[config.mk]
export PLATFORM = sky130hd
export DESIGN_NAME = mem_lsu
export DESIGN_NICKNAME = d
export VERILOG_FILES = /design/src/rtl/mem_lsu_pkg.sv /design/src/rtl/mem_lsu_align.sv /design/src/rtl/mem_lsu.sv
export SDC_FILE = /design/constraint.sdc
export NUM_CORES = 1
export LEC_CHECK = 0
export CAP_MARGIN = 20
export CORE_ASPECT_RATIO = 0.75
export CORE_MARGIN = 4
export CORE_UTILIZATION = 33
export DETAILED_ROUTE_END_ITERATION = 16
export PLACE_DENSITY = 0.91
export SYNTH_ARGS = -nofsm -noshare
export SYNTH_HDL_FRONTEND = slang
export SYNTH_SLANG_ARGS = --single-unit
[constraint.sdc]
create_clock -name clk -period 5.7 [get_ports clk]
set_input_delay 0.855 -clock clk [delete_from_list [all_inputs] [get_ports clk]]
set_output_delay 0.855 -clock clk [all_outputs]
set_load 0.02 [all_outputs]
[src/rtl/mem_lsu_pkg.sv]
// Shared types and constants for the load/store unit: memory op encodings,
// FSM state type, access-size helpers and the pipeline zero constants.
package mem_lsu_pkg;

  typedef enum logic [3:0] {
    MEM_NONE = 4'd0,
    MEM_LB   = 4'd1,
    MEM_LBU  = 4'd2,
    MEM_LH   = 4'd3,
    MEM_LHU  = 4'd4,
    MEM_LW   = 4'd5,
    MEM_SB   = 4'd6,
    MEM_SH   = 4'd7,
    MEM_SW   = 4'd8
  } mem_op_e;

  typedef enum logic [1:0] {
    LSU_IDLE = 2'd0,
    LSU_REQ  = 2'd1,
    LSU_WAIT = 2'd2
  } lsu_state_e;

  typedef enum logic [1:0] {
    SZ_NONE = 2'd0,
    SZ_BYTE = 2'd1,
    SZ_HALF = 2'd2,
    SZ_WORD = 2'd3
  } access_size_e;

  localparam logic [63:0] ZeroWord   = 64'h0;
  localparam logic [4:0]  NOPRegAddr = 5'b00000;

  function automatic access_size_e op_size(input mem_op_e op);
    case (op)
      MEM_LB, MEM_LBU, MEM_SB: return SZ_BYTE;
      MEM_LH, MEM_LHU, MEM_SH: return SZ_HALF;
      MEM_LW, MEM_SW:          return SZ_WORD;
      default:                 return SZ_NONE;
    endcase
  endfunction

  function automatic logic is_load(input mem_op_e op);
    return (op == MEM_LB) || (op == MEM_LBU) || (op == MEM_LH) ||
           (op == MEM_LHU) || (op == MEM_LW);
  endfunction

  function automatic logic is_store(input mem_op_e op);
    return (op == MEM_SB) || (op == MEM_SH) || (op == MEM_SW);
  endfunction

  // Half needs addr[0]=0, word needs addr[1:0]=0; bytes are always aligned.
  function automatic logic is_misaligned(input mem_op_e op, input logic [1:0] lo);
    case (op_size(op))
      SZ_HALF: return lo[0];
      SZ_WORD: return |lo;
      default: return 1'b0;
    endcase
  endfunction

endpackage

[src/rtl/mem_lsu_align.sv]
// Lane steering for the LSU: byte enables and replicated store data on the
// way out, lane select plus sign/zero extension of read data on the way in.
module mem_lsu_align
  import mem_lsu_pkg::*;
#(
  parameter int DATA_W = 32,
  parameter int OFF_W  = $clog2(DATA_W / 8)
) (
  input  mem_op_e             op_i,
  input  logic [OFF_W-1:0]    off_i,
  input  logic [DATA_W-1:0]   sdata_i,
  input  logic [DATA_W-1:0]   rdata_i,
  output logic [DATA_W/8-1:0] be_o,
  output logic [DATA_W-1:0]   wdata_o,
  output logic [DATA_W-1:0]   ldata_o
);

  localparam int NB = DATA_W / 8;

  logic [OFF_W-1:0]  off_a;
  logic [DATA_W-1:0] shifted;

  // Misaligned offsets are rounded down to the access size here, so the
  // bus never sees a lane pattern that straddles the natural boundary.
  always_comb begin
    off_a   = off_i;
    be_o    = '0;
    wdata_o = '0;
    case (op_size(op_i))
      SZ_BYTE: begin
        off_a   = off_i;
        be_o    = NB'(1) << off_a;
        wdata_o = {NB{sdata_i[7:0]}};
      end
      SZ_HALF: begin
        off_a   = off_i & ~OFF_W'(1);
        be_o    = NB'(2'b11) << off_a;
        wdata_o = {(NB / 2){sdata_i[15:0]}};
      end
      SZ_WORD: begin
        off_a   = off_i & ~OFF_W'(3);
        be_o    = NB'(4'hF) << off_a;
        wdata_o = {(NB / 4){sdata_i[31:0]}};
      end
      default: ;
    endcase
  end

  always_comb begin
    shifted = rdata_i >> {off_a, 3'b000};
    ldata_o = '0;
    case (op_i)
      MEM_LB:  ldata_o = DATA_W'($signed(shifted[7:0]));
      MEM_LBU: ldata_o = DATA_W'(shifted[7:0]);
      MEM_LH:  ldata_o = DATA_W'($signed(shifted[15:0]));
      MEM_LHU: ldata_o = DATA_W'(shifted[15:0]);
      MEM_LW:  ldata_o = DATA_W'($signed(shifted[31:0]));
      default: ldata_o = '0;
    endcase
  end

endmodule

[src/rtl/mem_lsu.sv]
// MEM-stage load/store unit: drives a req/gnt/rvalid data bus and stalls the
// pipeline for the access. MEM_LSU_ALIGN_CHK_EN enables misalignment traps.
module mem_lsu
  import mem_lsu_pkg::*;
#(
  parameter int DATA_W     = 32,
  parameter int ADDR_W     = 32,
  parameter int REG_ADDR_W = 5
) (
  input  logic                  clk,
  input  logic                  rst,
  input  logic                  valid_i,
  input  logic [REG_ADDR_W-1:0] wd_i,
  input  logic                  wreg_i,
  input  logic [DATA_W-1:0]     wdata_i,
  input  logic [3:0]            mem_op_i,
  input  logic [ADDR_W-1:0]     mem_addr_i,
  input  logic [DATA_W-1:0]     mem_sdata_i,
  output logic [REG_ADDR_W-1:0] wd_o,
  output logic                  wreg_o,
  output logic [DATA_W-1:0]     wdata_o,
  output logic                  stall_o,
  output logic                  exc_align_o,
  output logic                  dmem_req_o,
  output logic                  dmem_we_o,
  output logic [ADDR_W-1:0]     dmem_addr_o,
  output logic [DATA_W/8-1:0]   dmem_be_o,
  output logic [DATA_W-1:0]     dmem_wdata_o,
  input  logic                  dmem_gnt_i,
  input  logic                  dmem_rvalid_i,
  input  logic [DATA_W-1:0]     dmem_rdata_i,
  output lsu_state_e            state_o
);

  localparam int NB    = DATA_W / 8;
  localparam int OFF_W = $clog2(NB);

  mem_op_e           op;
  logic              is_mem;
  logic              misaligned;
  logic              go;
  logic              req_c;
  logic              stall_c;
  logic              done_c;
  logic [DATA_W-1:0] ldata;
  lsu_state_e        state_q, state_d;

  assign op     = mem_op_e'(mem_op_i);
  assign is_mem = valid_i && (op_size(op) != SZ_NONE);

`ifdef MEM_LSU_ALIGN_CHK_EN
  assign misaligned = is_mem && is_misaligned(op, mem_addr_i[1:0]);
`else
  assign misaligned = 1'b0;
`endif

  assign go = is_mem && !misaligned;

  // Bus handshake: dmem_req_o and its payload hold until dmem_gnt_i is seen
  // high; one dmem_rvalid_i (read data or write ack) is then accepted in
  // WAIT only, so an rvalid coinciding with the grant is never consumed.
  always_comb begin
    state_d = state_q;
    req_c   = 1'b0;
    stall_c = 1'b0;
    done_c  = 1'b0;
    case (state_q)
      LSU_IDLE: begin
        if (go) begin
          req_c   = 1'b1;
          stall_c = 1'b1;
          state_d = dmem_gnt_i ? LSU_WAIT : LSU_REQ;
        end
      end
      LSU_REQ: begin
        req_c   = 1'b1;
        stall_c = 1'b1;
        if (dmem_gnt_i) state_d = LSU_WAIT;
      end
      LSU_WAIT: begin
        if (dmem_rvalid_i) begin
          done_c  = 1'b1;
          state_d = LSU_IDLE;
        end else begin
          stall_c = 1'b1;
        end
      end
      default: state_d = LSU_IDLE;
    endcase
  end

  always_ff @(posedge clk) begin
    if (rst) state_q <= LSU_IDLE;
    else     state_q <= state_d;
  end

  mem_lsu_align #(
    .DATA_W (DATA_W),
    .OFF_W  (OFF_W)
  ) u_align (
    .op_i    (op),
    .off_i   (mem_addr_i[OFF_W-1:0]),
    .sdata_i (mem_sdata_i),
    .rdata_i (dmem_rdata_i),
    .be_o    (dmem_be_o),
    .wdata_o (dmem_wdata_o),
    .ldata_o (ldata)
  );

  assign dmem_addr_o = {mem_addr_i[ADDR_W-1:OFF_W], {OFF_W{1'b0}}};
  assign dmem_req_o  = req_c & ~rst;
  assign dmem_we_o   = req_c & is_store(op) & ~rst;
  assign stall_o     = stall_c & ~rst;
  assign exc_align_o = misaligned & ~rst;
  assign state_o     = state_q;

  // Memory ops only write back in their completion cycle, and only loads.
  always_comb begin
    wd_o    = wd_i;
    wreg_o  = 1'b0;
    wdata_o = wdata_i;
    if (rst) begin
      wd_o    = REG_ADDR_W'(NOPRegAddr);
      wdata_o = ZeroWord[DATA_W-1:0];
    end else if (valid_i) begin
      if (!is_mem) begin
        wreg_o = wreg_i;
      end else if (done_c && is_load(op)) begin
        wreg_o  = wreg_i;
        wdata_o = ldata;
      end
    end
  end

endmodule

### Word level (Yosys, flattened, before mapping)

Memory sizes are Yosys's and may differ from the RTL's.
Index checks and enable logic that the tools add are counted.

| storage, ports and cells | value |
|---|---|
| ROM bits | 64 |
| memories | 2 |
| output and inout port bits | 112 |
| bits of input ports | 143 |
| register bits after elaboration | 2 |
| memory bits (writable) | 0 |
| bits in latches | 0 |
| word-level logic and storage cells | 62 |

| operators by class | value |
|---|---|
| div/mod/pow operators | 0 |
| $mul | 0 |
| muxes and demuxes | 24 |
| bitwise operators | 5 |
| $lt $le $gt $ge | 0 |
| equality and inequality tests | 16 |
| shift operators | 3 |
| reductions and logical operators | 11 |
| add/subtract/negate cells | 0 |

Memories:

| memory | depth | bits a word | read ports | clocked after memory_dff | write ports | line | source |
|---|---|---|---|---|---|---|---|
| (name not given) | 16 | 2 | 1 | 0 | 0 | mem_lsu_pkg.sv:34 | `case (op)` |
| (name not given) | 16 | 2 | 1 | 0 | 0 | mem_lsu_pkg.sv:34 |  |

Operators by type and width:

| operator | count |
|---|---|
| 32-bit one-hot mux with 5 select lines | 1 |
| 32-bit two-way mux | 4 |
| 32-bit one-hot mux with 3 select lines | 1 |
| 32-bit by 5-bit >> shifter with 32-bit output | 1 |
| 4-bit by 3-bit equality test with 1-bit output, second input constant | 4 |
| 4-bit one-hot mux with 3 select lines | 1 |
| 4-bit by 2-bit equality test with 1-bit output, second input constant | 2 |
| 1-bit two-way mux | 8 |
| 2-bit two-way mux | 4 |
| 2-bit equality test, second input constant | 3 |
| 1-bit logical OR | 6 |
| 2-bit inequality test, second input constant | 3 |
| 2-bit one-hot mux with 3 select lines | 1 |
| 5-bit two-way mux | 1 |
| 1-bit bitwise AND | 4 |
| 2-bit by 1-bit equality test with 1-bit output, second input constant | 2 |
| 4-bit by 1-bit equality test with 1-bit output, second input constant | 1 |
| 4-bit equality test, second input constant | 1 |
| 2-bit one-hot mux with 2 select lines | 1 |
| 1-bit by 2-bit left shift with 4-bit output, first input constant | 1 |
| 2-bit by 2-bit left shift with 4-bit output, first input constant | 1 |
| 1-bit one-hot mux with 3 select lines | 1 |
| 3-bit AND reduction | 1 |
| 1-bit logical AND | 2 |
| other kinds (4) | 4 |

### Logic depth before layout (Yosys ltp)

| logic depth | value |
|---|---|
| depth in word-level cells | 10 |
| gate-level depth with buffers | 9 |
| depth with buffers taken out | 7 |

### By module

From an unflattened synthesis, not the netlist that was laid out.

| second synthesis, totals | value |
|---|---|
| cells, all modules | 397 |
| area, all modules | 2,715.1 sq um |

By module, submodules not included:

| module | area an instance (sq um) | times used | cells each | sequential area each (sq um) |
|---|---|---|---|---|
| mem_lsu | 1,373.8 | 1 | 179 | 40.0 |
| mem_lsu_align | 1,341.3 | 1 | 218 | 0.0 |

### Worst setup path before layout

No wires, ideal clock.

| timing path | value |
|---|---|
| kind | in2out |
| start point | in mem_op_i[0] |
| end point | out dmem_we_o |
| buffers on the path | 2 |
| arrival | 3,081 ps |
| stages on the path | 8 |
| path slack | 1,764 ps |
| data required time | 4,845 ps |
| path through | inv_1 ha_1 and3b_1 buf_2 buf_1 o21ai_0 a211oi_1 a21boi_0 |

| between the ends | value |
|---|---|
| word-level cells in the longest chain between the ends | 7 |
| elaborated cells between the ends (all ways) | 12 |
| those cells by class | 3 x eq/ne; 2 x mux; 2 x bitwise; 4 x reduce/logical; 1 x memory |

Ends and longest elaborated chain:

| what | line | source |
|---|---|---|
| from (decl) | mem_lsu.sv:16 | `input logic [3:0] mem_op_i,` |
| memory read 16 x 2 bit | -- |  |
| 2-bit nonzero test | mem_lsu.sv:49 | `assign is_mem = valid_i && (op_size(op) != SZ_NONE);` |
| 1-bit logical AND | mem_lsu.sv:49 |  |
| 1-bit two-way mux | mem_lsu.sv:69 | `if (go) begin` |
| 1-bit one-hot mux with 2 select lines | mem_lsu.sv:67 | `case (state_q)` |
| 1-bit bitwise AND (*) (2 in series) | mem_lsu.sv:112 | `assign dmem_we_o = req_c & is_store(op) & ~rst;` |
| to (decl) | mem_lsu.sv:25 | `output logic dmem_we_o,` |

Every way passes the cells marked *; elsewhere a longest branch is shown, timed or not.

### Worst setup path in the final report

| timing path | value |
|---|---|
| start point | in mem_op_i[2] |
| end point | out wdata_o[17] |

| between the ends | value |
|---|---|
| word-level cells in the longest chain between the ends | 10 |
| elaborated cells between the ends (all ways) | 23 |
| those cells by class | 7 x eq/ne; 1 x shift; 6 x mux; 7 x reduce/logical; 2 x memory |

Ends and longest elaborated chain:

| what | line | source |
|---|---|---|
| parallel branches: the longest is 7 deep, another holds memory read 16 x 2 bit | -- |  |
| 32-bit two-way mux (*) | mem_lsu.sv:126 | `if (!is_mem) begin` |
| 32-bit two-way mux (*) | mem_lsu.sv:125 | `end else if (valid_i) begin` |
| 32-bit two-way mux (*) | mem_lsu.sv:122 | `if (rst) begin` |
| to (decl) | mem_lsu.sv:21 | `output logic [DATA_W-1:0] wdata_o,` |

Mark *: on every way between the ends.

==> results.py <==
metrics = {
    "routing": {
        "vias": 3378,
        "routed_wl_mm": 11.5,
        "drtIter0Drc": 254,
        "drc": 0,
        "viasPerCell": 5.68,
        "wl_per_cell_um": 19.3,
        "ant_nets": 0,
        "firstDrtPassIters": 5,
    },
    "grt": {
        "grt_max_degree": 43,
        "antenna_found_initial": 0,
        "grt_pass1_vias": 3354,
        "grt_use_met2": 0.371,
        "grt.met1_usage": 0.326,
        "use_met3": 0.0492,
        "top_usage_layer": "met2",
        "grt_remaining_overflow": 0,
        "track_usage": 0.233,
        "grt_pass1_wl_mm": 17.5,
    },
    "worst_hold_path": {
        "min_from": "state_o[1]",
        "hold_class": "reg2reg",
        "min_path_cells": 2,
        "whs_endpoint": "state_o[1]",
    },
    "placement": {
        "pre_cts_ws_ps": 470,
        "io_buffers": 191,
        "dp_hpwl_mm": 9.13,
        "gp_congestion": 0.889,
    },
    "power": {
        "finalPower_w": 0.000456,
        "p_sw_frac": 0.436,
        "irDropWorstVdd_v": 0.0000733,
        "p_leak_nw": 1.53,
        "combPwrFrac": 0.840,
        "p_switching_w": 0.000199,
        "powerDensity_nw_per_um2": 106,
        "p_int_w": 0.000257,
        "clock_power_share": 0.126,
        "seq_power_share": 0.034,
    },
    "clock_tree": {
        "cts-hold-fix-buffers": 0,
        "path_clk_slew_ps": 30,
        "post_cts_buffers": 0,
        "clockRootBuffer": "clkbuf_8",
        "clockBufferDepth": 2,
        "ctsHtreeMaxLevel": 1,
        "numClockSinks": 2,
        "cts_resized": 0,
        "numCtsBuffers": 3,
        "cts_tree": "built",
        "insertion_delay_ps": 210,
    },
    "synthesis": {
        "synthCells": 354,
        "syn_avg_cell_area_sq_um": 7.22,
        "async_flop_share": 0,
        "synth_top_flop_cell": "dfxtp_1",
        "ys_warn_count": 0,
        "yosysMostFrequentCell": "nand2_1",
        "synth-edff-count": 0,
        "synthesis.area_sq_um": 2550,
        "seq_area_frac_synth": 0.0157,
        "synth_seq_cells": 2,
        "yosys.cell_types.count": 52,
        "synth_common_cells": "nand2_1 (53), nor2_1 (40), buf_4 (37)",
        "yosysTopAreaCell": "buf_4",
        "synth_top_area_frac": 0.109,
        "synth_area_leaders": "buf_4 (11%), nand2_1 (7.8%), a311oi_2 (7.6%), mux4_2 (6.2%), nor2_1 (5.9%)",
    },
    "floorplan": {
        "die_h_um": 84.2,
        "die_area_sq_um": 9230,
        "pin_count": 255,
        "core_sq_um": 7430,
        "initial_core_util": 0.344,
        "rows": 27,
        "die_w_um": 110,
    },
    "sta": {
        "fin_setup_tns_ps": 0,
        "tightest_slew_ps": 925,
        "finalCritPeriodShare": 0.920,
        "skew_ps": 0.583,
        "relSlewSlack": 0.383,
        "fmax_mhz": 191,
        "min_period_ps": 5240,
        "worst_slack_ps": 455,
        "slew_viol_final": 0,
        "rsz0062_at_grt": "no",
        "hold_viol": 0,
        "setup_violations": 0,
    },
    "finish": {
        "drive_above_1_share": 0.107,
        "nNetsFinal": 643,
        "n_antenna_cell": 0,
        "area_growth_pct": 68.3,
        "finish.utilization": 0.578,
        "largest_reg_flops": 2,
    },
    "critical_path": {
        "rr_endpoint": "state_o[1]",
        "r2r-start": "state_o[0]",
        "crit_arrival_ps": 4390,
        "endpoint_kind": "primary output",
        "r2r_slack_ps": 4630,
        "reg2reg_depth": 3,
        "crit_type": "in2out",
        "cp_max_fo": 18,
        "crit_required_ps": 4850,
        "worstSetupStartpointType": "input pin",
    },
    "run_status": {
        "status": "finished, final reports clean",
    },
    "run": {
        "maxCapViolCount": 0,
    },
}
## critical path, cell delays in order
cell             delay [ps]
clkdlybuf4s50_1         700
mux2i_2                 580
o211a_1                 530
nand3_1                 160
a21o_1                  450
a311oi_1                410
clkdlybuf4s50_1         680
## cell usage in the layout, fill, tap and decap left out, types with 2 or more instances in the layout
cell,instances
mux2i_1,7
clkdlybuf4s50_1,190
clkbuf_8,3
a311oi_1,3
nand2b_1,3
a211oi_1,16
nor2b_1,22
nor2_1,40
nand2_1,53
and4b_1,9
a311oi_2,13
a22o_1,10
dfxtp_1,2
a22oi_1,6
ha_1,4
mux2_2,7
a21o_1,3
nand3_1,10
a211o_1,8
buf_4,6
nor3_1,4
o21ai_0,9
inv_1,7
conb_1,3
a21oi_1,6
a221o_1,8
o21ai_1,4
mux4_2,7
a222oi_1,2
o22ai_1,2
a211oi_2,6
## per-stage QoR
stage	hold slack [ps]	instance area, sq um	cells
2_1_floorplan	625	2560	356
3_3_place_gp	553	4260	592
3_5_place_dp	572	4260	592
4_1_cts	575	4300	595
5_1_grt	614	4300	595
6_report	594	4300	595
## power by group through the flow
stage               registers (W)  clock network (W)  logic (W)
global placement        0.0000155                  0   0.000375
CTS                     0.0000154          0.0000589   0.000382
global route            0.0000155          0.0000596   0.000406
detailed placement      0.0000156                  0   0.000380
floorplan               0.0000163                  0   0.000218
finish                  0.0000154          0.0000574   0.000383
## area by class of cell
cell class	instances	area, sq um
tap	101	126
clock buffer	3	41.3
fill	677	3130
sequential	2	40.0
timing repair buffer	198	1970
inverter	8	30.0
multi-input combinational	283	2090
## kinds of logic (layout without fill, tap and decap cells)
family,after synthesis,count (layout),share of synthesized area
compound gates,105,105,0.380
fa+ha+maj,4,4,0.0196
buf+inv,71,209,0.169
flops,2,2,0.0157
mux,23,23,0.131
other cells,1,3,0.00147
simple gates,148,148,0.283
## metal layers
metal / vias to the layer above / share of wire
li1: 1573 / -
met1: 1571 / 0.43
met2: 226 / 0.46
met3: 8 / 0.10
met4: 0 / 0.0069
met5: - / 0
## worst max path at each step
stage,endpoint,from,cells past startpoint,slack (ps)
final,wdata_o[17],mem_op_i[2],7,460
after global routing,wdata_o[17],mem_op_i[2],7,310
after CTS,wdata_o[17],mem_op_i[2],7,440
after detailed placement,wdata_o[17],mem_op_i[2],7,470
after global placement,wdata_o[17],mem_op_i[1],9,640
after floorplan,dmem_we_o,mem_op_i[0],8,1760
(Power assumes the default switching activity.)
